`src/rtl/uart_hex_pkg.sv`:
```
// Shared constants, state encodings and the ASCII-to-nibble decoder for the UART hex receiver.
// HEX_RX_PREFIX_EN (optional) enables the "0x" prefix in the parser.
package uart_hex_pkg;

  localparam logic [7:0] ASCII_CR   = 8'h0D;
  localparam logic [7:0] ASCII_LF   = 8'h0A;
  localparam logic [7:0] ASCII_ZERO = 8'h30;
  localparam logic [7:0] ASCII_NINE = 8'h39;
  localparam logic [7:0] ASCII_UA   = 8'h41;
  localparam logic [7:0] ASCII_UF   = 8'h46;
  localparam logic [7:0] ASCII_LA   = 8'h61;
  localparam logic [7:0] ASCII_LF_F = 8'h66;
  localparam logic [7:0] ASCII_LX   = 8'h78;
  localparam logic [7:0] ASCII_UX   = 8'h58;

  localparam logic [1:0] R_IDLE  = 2'd0;
  localparam logic [1:0] R_START = 2'd1;
  localparam logic [1:0] R_DATA  = 2'd2;
  localparam logic [1:0] R_STOP  = 2'd3;

  localparam logic [1:0] P_EMPTY   = 2'd0;
  localparam logic [1:0] P_ACCUM   = 2'd1;
  localparam logic [1:0] P_DISCARD = 2'd2;

  // Returns {is_digit, nibble}; nibble is 0 for non-digits.
  function automatic logic [4:0] ascii_to_nibble(input logic [7:0] c);
    logic [4:0] r;
    r = 5'b0;
    if (c >= ASCII_ZERO && c <= ASCII_NINE)
      r = {1'b1, 4'(c - ASCII_ZERO)};
    else if (c >= ASCII_UA && c <= ASCII_UF)
      r = {1'b1, 4'(c - ASCII_UA + 8'd10)};
    else if (c >= ASCII_LA && c <= ASCII_LF_F)
      r = {1'b1, 4'(c - ASCII_LA + 8'd10)};
    return r;
  endfunction

  function automatic logic is_term(input logic [7:0] c);
    return (c == ASCII_CR) || (c == ASCII_LF);
  endfunction

endpackage

```
`src/rtl/uart_hex_cmd_rx_rx.sv`:
```
// 8N1 byte receiver: rx_pin synchroniser, start-bit validation and mid-bit sampling.
// byte_valid and frame_err are single-cycle pulses at the centre of the stop bit.
module uart_rx_8n1
  import uart_hex_pkg::*;
#(
  parameter int SYNC_STAGES = 2
) (
  input  logic        clk,
  input  logic        rst,
  input  logic [15:0] baud_div,
  input  logic        rx_pin,
  output logic        byte_valid,
  output logic [7:0]  byte_data,
  output logic        frame_err
);

  logic [SYNC_STAGES-1:0] sync;
  logic                   rx_s;
  logic                   rx_prev;
  logic [1:0]             state;
  logic [15:0]            div;
  logic [15:0]            cnt;
  logic [2:0]             bit_idx;
  logic [7:0]             shreg;

  assign rx_s = sync[SYNC_STAGES-1];

  // Synchroniser and edge-detect flops reset high so reset release never looks like a start bit.
  always_ff @(posedge clk or posedge rst) begin
    if (rst) begin
      sync    <= '1;
      rx_prev <= 1'b1;
    end else begin
      sync    <= {sync[SYNC_STAGES-2:0], rx_pin};
      rx_prev <= rx_s;
    end
  end

  always_ff @(posedge clk or posedge rst) begin
    if (rst) begin
      state      <= R_IDLE;
      div        <= '0;
      cnt        <= '0;
      bit_idx    <= '0;
      shreg      <= '0;
      byte_data  <= '0;
      byte_valid <= 1'b0;
      frame_err  <= 1'b0;
    end else begin
      byte_valid <= 1'b0;
      frame_err  <= 1'b0;
      case (state)
        R_IDLE: begin
          if (rx_prev && !rx_s) begin
            div   <= baud_div;
            cnt   <= baud_div >> 1;
            state <= R_START;
          end
        end
        R_START: begin
          if (cnt != '0) begin
            cnt <= cnt - 16'd1;
          end else if (!rx_s) begin
            cnt     <= div - 16'd1;
            bit_idx <= '0;
            state   <= R_DATA;
          end else begin
            state <= R_IDLE;
          end
        end
        R_DATA: begin
          if (cnt != '0) begin
            cnt <= cnt - 16'd1;
          end else begin
            shreg   <= {rx_s, shreg[7:1]};
            cnt     <= div - 16'd1;
            bit_idx <= bit_idx + 3'd1;
            if (bit_idx == 3'd7)
              state <= R_STOP;
          end
        end
        R_STOP: begin
          if (cnt != '0) begin
            cnt <= cnt - 16'd1;
          end else begin
            if (rx_s) begin
              byte_valid <= 1'b1;
              byte_data  <= shreg;
            end else begin
              frame_err <= 1'b1;
            end
            state <= R_IDLE;
          end
        end
        default: state <= R_IDLE;
      endcase
    end
  end

endmodule

```
`src/rtl/uart_hex_cmd_rx.sv`:
```
// UART hex line receiver: turns CR/LF-terminated ASCII hex lines into a 4*DIGITS-bit value.
// Optional macro HEX_RX_PREFIX_EN accepts a leading "0x"/"0X" on each line.
module uart_hex_cmd_rx
  import uart_hex_pkg::*;
#(
  parameter int DIGITS      = 4,
  parameter int SYNC_STAGES = 2
) (
  input  logic                  clk,
  input  logic                  rst,
  input  logic [15:0]           baud_div,
  input  logic                  rx_pin,
  output logic [4*DIGITS-1:0]   hex_val,
  output logic                  hex_valid,
  output logic                  parse_err,
  output logic                  frame_err,
  output logic                  busy
);

  localparam int VW = 4 * DIGITS;
  localparam int CW = $clog2(DIGITS + 1);

  logic          byte_valid;
  logic [7:0]    byte_data;
  logic [4:0]    dec;
  logic          term;
  logic [1:0]    pstate;
  logic [VW-1:0] acc;
  logic [CW-1:0] cnt;

  uart_rx_8n1 #(.SYNC_STAGES(SYNC_STAGES)) u_rx (
    .clk        (clk),
    .rst        (rst),
    .baud_div   (baud_div),
    .rx_pin     (rx_pin),
    .byte_valid (byte_valid),
    .byte_data  (byte_data),
    .frame_err  (frame_err)
  );

  assign dec  = ascii_to_nibble(byte_data);
  assign term = is_term(byte_data);

  // Line parser; outputs are registered, so hex_valid/parse_err follow the terminator byte by one clock.
  always_ff @(posedge clk or posedge rst) begin
    if (rst) begin
      pstate    <= P_EMPTY;
      acc       <= '0;
      cnt       <= '0;
      hex_val   <= '0;
      hex_valid <= 1'b0;
      parse_err <= 1'b0;
      busy      <= 1'b0;
    end else begin
      hex_valid <= 1'b0;
      parse_err <= 1'b0;
      if (byte_valid) begin
        case (pstate)
          P_EMPTY: begin
            if (dec[4]) begin
              acc    <= VW'(dec[3:0]);
              cnt    <= CW'(1);
              pstate <= P_ACCUM;
              busy   <= 1'b1;
            end else if (!term) begin
              pstate <= P_DISCARD;
              busy   <= 1'b1;
            end
          end
          P_ACCUM: begin
            if (term) begin
`ifdef HEX_RX_PREFIX_EN
              // A bare "0x" leaves no digits behind the prefix and is rejected.
              if (cnt == '0)
                parse_err <= 1'b1;
              else
`endif
              begin
                hex_val   <= acc;
                hex_valid <= 1'b1;
              end
              acc    <= '0;
              cnt    <= '0;
              busy   <= 1'b0;
              pstate <= P_EMPTY;
            end
`ifdef HEX_RX_PREFIX_EN
            else if (cnt == CW'(1) && acc == '0 &&
                     (byte_data == ASCII_LX || byte_data == ASCII_UX)) begin
              cnt <= '0;
            end
`endif
            else if (dec[4] && cnt < CW'(DIGITS)) begin
              acc <= VW'({acc, dec[3:0]});
              cnt <= cnt + CW'(1);
            end else begin
              pstate <= P_DISCARD;
            end
          end
          P_DISCARD: begin
            if (term) begin
              parse_err <= 1'b1;
              acc       <= '0;
              cnt       <= '0;
              busy      <= 1'b0;
              pstate    <= P_EMPTY;
            end
          end
          default: pstate <= P_EMPTY;
        endcase
      end
    end
  end

endmodule

```
`config.mk`:
```
export PLATFORM = sky130hd
export DESIGN_NAME = uart_hex_cmd_rx
export DESIGN_NICKNAME = d
export VERILOG_FILES = /design/src/rtl/uart_hex_pkg.sv /design/src/rtl/uart_hex_cmd_rx_rx.sv /design/src/rtl/uart_hex_cmd_rx.sv
export SDC_FILE = /design/constraint.sdc
export NUM_CORES = 1
export LEC_CHECK = 0
export ABC_AREA = 1
export CORE_MARGIN = 2
export CORE_UTILIZATION = 60
export DETAILED_ROUTE_END_ITERATION = 16
export PLACE_DENSITY = 0.81
export SLEW_MARGIN = 20
export SYNTH_ARGS = -nofsm -noshare
export SYNTH_HDL_FRONTEND = slang
export SYNTH_HIERARCHICAL = 1
export SYNTH_SLANG_ARGS = --single-unit
```
`constraint.sdc`:
```
create_clock -name clk -period 2.8 [get_ports clk]
set_clock_uncertainty 0.1 [all_clocks]
set_input_delay 0.84 -clock clk [delete_from_list [all_inputs] [get_ports clk]]
set_output_delay 0.84 -clock clk [all_outputs]
set_load 0.05 [all_outputs]
```
# Word-level counts from Yosys, hierarchy flattened
# Index checks and enable logic that the tools add are counted.
op_classes:
  addsub: 9
  n_mul: 0
  n_div: 0
  order_cmp: 7
  eq_ne: 22
  n_shift: 0
  mux: 51
  n_bitwise: 1
  n_reduce_logical: 24
ops:
  columns: ["op", "count"]
  rows:
  - ["$mux 16", 9]
  - ["$pmux 16 s4", 1]
  - ["$pmux 16 s3", 1]
  - ["$sub 16x1->16 const B", 2]
  - ["$mux 2", 11]
  - ["$mux 3", 7]
  - ["$eq 8x4->1 const B", 2]
  - ["$ge 8x7->1 const B", 2]
  - ["$le 8x7->1 const B", 2]
  - ["$reduce_bool 16->1", 1]
  - ["$mux 5", 3]
  - ["$mux 1", 14]
  - ["$ne 2x2->1 const B", 6]
  - ["$ne 3x3->1 const B", 4]
  - ["$reduce_and 4->1", 3]
  - ["$sub 4x1->4 const B", 3]
  - ["$reduce_and 5->1", 2]
  - ["$pmux 3 s3", 1]
  - ["$reduce_and 3->1", 3]
  - ["$add 4x4->4 const B", 2]
  - ["$ge 8x6->1 const B", 1]
  - ["$le 8x6->1 const B", 1]
  - ["$ne 2x1->1 const B", 4]
  - ["$pmux 2 s4", 1]
  - ["17 further kinds", 28]
word_totals:
  reg_bits: 98
  latchBits: 0
  ram_bits: 0
  mem_bits_ro: 0
  output_inout_bits: 20
  elab_cells: 131
  n_memories: 0

# Depth between registers and ports, before layout
# Gate-level depths: netlist of run 1.
depth:
  depth_word: 9
  ltp_mapped: 12

# Hierarchy
# Netlist of run 1, hierarchy kept.
modules_own_cells:
  columns: ["module", "n_inst", "cells_each", "area_each_um2"]
  rows:
  - ["uart_rx_8n1", 1, 536, 3784.9]
  - ["uart_hex_cmd_rx", 1, 266, 2275.9]

# Worst setup path before layout of run 1
# Ideal clock, no wire load.
synth_path:
  path_type: "register to register"
  startpoint: "register u_rx.byte_data[1]"
  endpoint: "register cnt[0] (netlist name)"
  t_arrival_ns: 1.543
  required_time_ns: 2.584
  slack_ns: 1.041
  path_stages_with_launch: 12
  path_buffers: 2
  synth_period_minus_slack_ns: 1.759
  path_cell_list: "dfrtp_1 > inv_1 > ha_1 > nand3b_1 > nand3_4 > nand2_4 > nand2_2 > nand2_4 > buf_6 > buf_8 > nand3_2 > nand2_1"
synth_lines:
  columns: ["item", "line", "rtl"]
  rows:
  - ["start, declared", "uart_hex_cmd_rx_rx.sv:13", "output logic [7:0] byte_data,"]
  - ["start signal, assigned", "uart_hex_cmd_rx_rx.sv:88", "byte_data <= shreg;"]

# Final worst setup path of run 1
layout_path:
  startpoint: "register hex_val[2]"
  endpoint: "output hex_val[2]"
layout_lines:
  columns: ["item", "line", "rtl"]
  rows:
  - ["start, declared", "uart_hex_cmd_rx.sv:13", "output logic [4*DIGITS-1:0] hex_val,"]
  - ["start signal, assigned", "uart_hex_cmd_rx.sv:50", "hex_val <= '0;"]
  - ["start signal, assigned", "uart_hex_cmd_rx.sv:79", "hex_val <= acc;"]
# No word-level cell between the ends.

==> flow_summary.toml, run 1 <==
[status]
outcome = "complete, no violations"

[critical_path]
worstRegToRegCells = 8
critPathKind = "reg2out"
cp_num_cells = 1
max_stage_delay_ps = 810
cp_max_fo = 2
worst_path_dominant_cell_family = "buffers and inverters"
end_kind = "output pin"
crit_required_ps = 1860
cp.arrival_ps = 1570
cp_num_buf_inv = 1
critical_path.slowest_cell = "clkdlybuf4s50_1"
crit_path_start_kind = "flip-flop"
crit_chain = "clkdlybuf4s50_1"

[clock_network]
cts_resized = 0
hold_buffers = 0
path_clk_slew_ps = 110
cts_buffer_depth = 2
cts_sinks = 98
h-tree-depth = 3
worstSkewPairLatency_ps = 380
cts-root-buf = "clkbuf_8"
cts_tree = "built"
post_cts_buffers = 0
cts_buffers = 9

[power]
p_leak_nw = 3.27
peakVddDrop_uv = 478
power_mw = 4.99
power.density_mw_per_mm2 = 748

[layout]
drive_gt1_share_pct = 12.4
fin_nets = 871
area_growth_pct = 10.1
n_antenna_cell = 0
fin_area_sq_mm = 0.00667

[yosys]
synth-edff-count = 0
seq_area_frac_synth_pct = 40.5
synth_area_per_cell_sq_um = 7.56
synth_cells = 802
syn_nets = 840
synth_area_sq_mm = 0.00606
synth-seq-cells = 98
ys.flop_type = "dfrtp_1"
yosysWarnings = 6
synthArstFlopShare_pct = 100
ys_types = 40

[routing]
avgViaCountPerCell = 5.30
wl_per_cell_microns = 13.8
drcViolationCount = 0
vias = 5146
drt_iter0_drc = 248
drt_pass1_iterations = 5
wl_microns = 13400
final_antenna_net_count = 0

[floorplanning]
die_y_microns = 105
die_area_sq_mm = 0.0109
fp.dieW_microns = 105
num_rows = 36
coreArea_sq_mm = 0.00977
io-pin-count = 39
start_util_pct = 62.0

[timing]
fin_crit_ps = 2510
hold_viol_final = 0
fmax_mhz = 398
layout_setup_ws_ps = 286
period_share_pct = 89.8
hold_ws_ps = 258
setup_viol = 0
maxSlewViolCount = 0
worst_pin_slew_ps = 551
rsz0062_at_grt = "false"
fin_setup_tns_ps = 0
maxSlewHeadroom_pct = 63.1

[worst_hold_path]
hp-class = "reg2reg"
holdPathStages = 0

[grt]
globalRouteOverflowTotal = 0
grt_usage_pct = 26.1
grt_pass1_vias = 4910
antenna_found_initial = 0
gr-usage-met3_pct = 3.70
grt_use_met1_pct = 31.0
grt_use_met2_pct = 45.2
grt.busiest_layer = "met2"
grt_start_max_net_pins = 55
grt_pass1_wl_microns = 22800

[placed_design]
gp_congestion = 0.929
placed_area_sq_mm = 0.00646
dp_slack_ps = 670
dp_hpwl_microns = 10100
port_buffers = 38

[flow_run]
max_cap_violations = 0
==> layer usage <==
| layer | vias to the layer above | part of all wire [%] | routed length [microns] |
|---|---|---|---|
| met3 | 40 | 3.0 | 404 |
| li1 | 2568 | - | - |
| met5 | - | 0 | 0 |
| met4 | 0 | 5.0 | 673 |
| met1 | 2423 | 42 | 5700 |
| met2 | 115 | 49 | 6650 |
==> power by group <==
part,switching [mW],total (mW),internal (mW)
registers,0.316,1.97,1.65
logic,1.33,2.03,0.703
clock network,0.559,0.988,0.429
==> cells in the final DEF (no fill, tap or decap), types with 12 or more instances in the layout <==
master | netlist | final
nand3_1 | 54 | 54
clkdlybuf4s50_1 | 0 | 38
o21ai_1 | 20 | 20
o21ai_0 | 38 | 38
dfrtp_1 | 95 | 95
inv_1 | 96 | 95
nor2_1 | 61 | 61
nand2_2 | 12 | 12
a21oi_1 | 17 | 17
nand3_2 | 16 | 16
nand2_1 | 264 | 264
ha_1 | 19 | 19
==> logic make-up (layout without fill, tap and decap cells) <==
logic type | Yosys count | after routing | synth area share [%]
fa+ha+maj | 19 | 19 | 3.92
buf+inv | 129 | 165 | 9.97
compound gates | 94 | 94 | 8.79
xor+xnor | 13 | 13 | 1.88
flops | 98 | 98 | 40.5
simple gates | 449 | 449 | 34.9
==> final cells by class <==
class	count	area (sq um)
multi-input combinational	575	3000
timing repair buffer	44	438
sequential	98	2460
tap	133	166
clock buffer	9	124
clock inverter	7	83.8
fill	846	3100
inverter	105	402
==> flip-flops by register name, summed over array words and instances, names as in the netlist, named ones only <==
name,cells
acc,16
busy,1
cnt,3
hex_val,16
hex_valid,1
parse_err,1
pstate,2
u_rx/bit_idx,3
u_rx/byte_data,8
u_rx/byte_valid,1
u_rx/cnt,16
u_rx/div,16
u_rx/frame_err,1
u_rx/rx_prev,1
u_rx/shreg,8
u_rx/state,1
u_rx/sync,2
==> Yosys cell counts, types with 2 or more instances <==
library cell / instances / area share (%)
buf_6: 7 / 1.3
nor2_1: 61 / 3.8
clkbuf_1: 7 / 0.43
nand4_1: 5 / 0.52
o21bai_1: 4 / 0.50
nor2_2: 11 / 1.1
inv_1: 96 / 5.9
buf_12: 2 / 0.66
buf_4: 3 / 0.37
buf_2: 4 / 0.33
nand3b_1: 3 / 0.37
nand2_4: 8 / 1.5
nand3_1: 54 / 4.5
o21ai_0: 38 / 3.1
xnor2_1: 6 / 0.87
dfstp_2: 3 / 1.3
nand2_1: 264 / 16
nand3_4: 4 / 1.2
o21ai_2: 9 / 1.3
xor2_1: 7 / 1.0
inv_4: 3 / 0.31
ha_1: 19 / 3.9
inv_2: 6 / 0.37
dfrtp_1: 95 / 39
o21ai_1: 20 / 1.7
nor3_1: 3 / 0.25
nand3_2: 16 / 2.6
nand2_2: 12 / 1.2
nor2_4: 5 / 0.93
a21oi_1: 17 / 1.4
==> path summary, 6_finish.rpt <==
| path | startpoint | to | slack, ps |
|---|---|---|---|
| worst min-delay path | u_rx/sync[0] | u_rx/sync[1] | 260 |
| min in group asynchronous | rst | u_rx/cnt[13] | 580 |
| worst min register to register | u_rx/sync[0] | u_rx/sync[1] | 260 |
| worst max register to register | u_rx/state[0] | u_rx/cnt[1] | 600 |
| worst max-delay path | hex_val[2] | hex_val[2] | 290 |
| max in group asynchronous | rst | u_rx/sync[0] | 1470 |
==> metrics by stage <==
step	cells	util, %
after CTS	971	68.2
after detailed placement	955	66.1
after global placement	955	66.1
after floorplan	802	-
after global routing	971	68.2
final	971	68.2
(Power assumes the default switching activity.)
==> inputs of run 2 (changes only) <==
--- a/config.mk
+++ b/config.mk
@@ -7,11 +7,10 @@
 export LEC_CHECK = 0
 export ABC_AREA = 1
 export CORE_MARGIN = 2
-export CORE_UTILIZATION = 60
+export CORE_UTILIZATION = 30
 export DETAILED_ROUTE_END_ITERATION = 16
-export PLACE_DENSITY = 0.81
+export GPL_ROUTABILITY_DRIVEN = 0
 export SLEW_MARGIN = 20
 export SYNTH_ARGS = -nofsm -noshare
 export SYNTH_HDL_FRONTEND = slang
-export SYNTH_HIERARCHICAL = 1
 export SYNTH_SLANG_ARGS = --single-unit
==> run 2 against run 1 <==
- maximum frequency up 2.0%
- sequential share of layout area up 1.0 points
- area after synthesis decreased by 8.2%
- register-to-register slack worse by 70 ps
- sequential power barely moved
- global-route usage fell by 13 points
==> flow_summary.toml, run 2 <==
[status]
outcome = "complete, no violations"

[yosys]
yosysWarnings = 0
synth_area_per_cell_sq_um = 7.07
synth.largest_area_cell = "dfrtp_1"
ys_types = 30
synthArstFlopShare_pct = 100
syn_nets = 823
synth_common_cells = "nand2_1 (290), dfrtp_1 (95), nor2_1 (94)"
synth_area_sq_mm = 0.00557
synth_cells = 787
synth-seq-cells = 98
ys.flop_type = "dfrtp_1"
synth-edff-count = 0
post-synth-top-count-cell = "nand2_1"
yosys-top-cells-area = "dfrtp_1 (43%), nand2_1 (20%), nor2_1 (6.3%), inv_1 (5.9%), nand3_1 (5.7%)"
seq_area_frac_synth_pct = 44.1
synth_top_area_share_pct = 42.7

[clock_network]
cts-root-buf = "clkbuf_16"
path_clk_slew_ps = 80
cts_sinks = 98
cts_resized = 0
hold_buffers = 0
cts_buffer_depth = 2
post_cts_buffers = 0
cts_buffers = 9
h-tree-depth = 3
worstSkewPairLatency_ps = 360
cts_tree = "built"

[power]
peakVddDrop_uv = 399
seqPwrFrac_pct = 37.3
power_mw = 5.22
power_frac_clock_pct = 24.2
combPwrFrac_pct = 38.5
netSwitchingFraction_pct = 42.0
p_leak_nw = 3.23
intPower_mw = 3.03
netSwitchingPower_mw = 2.19
power.density_mw_per_mm2 = 804

[layout]
fin_area_sq_mm = 0.00649
area_growth_pct = 16.6
multi_input_area_sq_mm = 0.00264
fillers = 1953
fin_nets = 858
final_common_cell = "nand2_1"
drive_gt1_share_pct = 4.96
n_antenna_cell = 0
layout_common_cells = "nand2_1 (290), dfrtp_1 (95), nor2_1 (94), inv_1 (86), nand3_1 (63)"
regArea_sq_mm = 0.00246

[critical_path]
crit_required_ps = 1860
crit_path_start_kind = "flip-flop"
worst_path_dominant_cell_family = "buffers and inverters"
cp.arrival_ps = 1530
critPathKind = "reg2out"
crit_chain = "clkdlybuf4s50_1"
critical_path.slowest_cell = "clkdlybuf4s50_1"
max_stage_delay_ps = 810
end_kind = "output pin"
cp_num_buf_inv = 1
cp_max_fo = 2

[timing]
layout_setup_ws_ps = 334
fin_setup_tns_ps = 0
fin_crit_ps = 2470
fmax_mhz = 406
worst_pin_slew_ps = 535
maxSlewHeadroom_pct = 64.2
rsz0062_at_grt = "false"
maxSlewViolCount = 0
period_share_pct = 88.1
setup_viol = 0
hold_viol_final = 0

[grt]
globalRouteOverflowTotal = 0
grt_usage_pct = 13.1
grt_pass1_vias = 4473
grt_start_max_net_pins = 99
grt_pass1_wl_microns = 21100
antenna_found_initial = 0

[placed_design]
dp_slack_ps = 555
placed_area_sq_mm = 0.00618
port_buffers = 38
dp_hpwl_microns = 8730

[floorplanning]
coreArea_sq_mm = 0.0181
fp.dieW_microns = 140
start_util_pct = 30.8
io-pin-count = 39
die_y_microns = 140
die_area_sq_mm = 0.0197
num_rows = 49

[flow_run]
max_cap_violations = 0

[routing]
wl_microns = 12100
wl_per_cell_microns = 11.5
drcViolationCount = 0
topRoutingLayerUsed = "met4"
wl_met1_microns = 6160
final_antenna_net_count = 0
dr_wl_met2_microns = 5390
dr_wl_met3_microns = 470
avgViaCountPerCell = 4.50
drt_pass1_iterations = 4
vias = 4754
drt_iter0_drc = 311

[worst_hold_path]
hp-class = "reg2reg"
run 2: routing by layer:
layer | vias up | track usage, %
met2 | 65 | 20.4
met4 | 0 | 3.35
li1 | 2513 | -
met1 | 2167 | 18.0
met5 | - | 0
met3 | 9 | 3.76
run 2: worst paths after layout:
kind / startpoint / to / slack, ps / cells after the start
max: busy / busy / 330 / 1
min: u_rx.sync[0] / u_rx.sync[1] / 260 / 0
max reg2reg: u_rx.cnt[0] / u_rx.byte_data[0] / 530 / 9
min reg2reg: u_rx.sync[0] / u_rx.sync[1] / 260 / 0
max in group asynchronous: rst / u_rx.sync[0] / 1330 / 3
min in group asynchronous: rst / hex_val[14] / 860 / 3
run 2: power groups by stage:
stage	Sequential (mW)	Combinational (mW)	Clock, mW
CTS	1.94	2.03	1.31
global placement	1.96	2.01	0
finish	1.95	2.01	1.26
floorplan	1.90	1.58	0
global route	1.99	2.34	1.38
detailed placement	1.97	2.03	0
run 2: cell type report:
class,count,area share [%]
multi-input cells,577,40.7
inverters,89,5.21
repair buffers,47,7.09
well taps,229,4.41
clock inverters,7,1.25
flip-flops and latches,98,37.8
clock buffers,9,3.47
run 2: stage by stage:
stage,utilization (%),hold slack (ps),cells
after CTS,35.9,257,1056
after floorplan,-,245,787
after global routing,35.9,261,1056
after global placement,34.2,248,1040
after detailed placement,34.2,247,1040
final,35.9,256,1056
run 2: kinds of logic after synthesis:
logic type | count (synthesis) | synth area share [%]
adder cells (fa/ha/maj) | 17 | 3.82
buffers and inverters | 112 | 8.39
AND/OR/NAND/NOR | 465 | 33.9
AO/OA/AOI/OAI | 78 | 7.04
XOR/XNOR | 17 | 2.68
flip-flops | 98 | 44.1
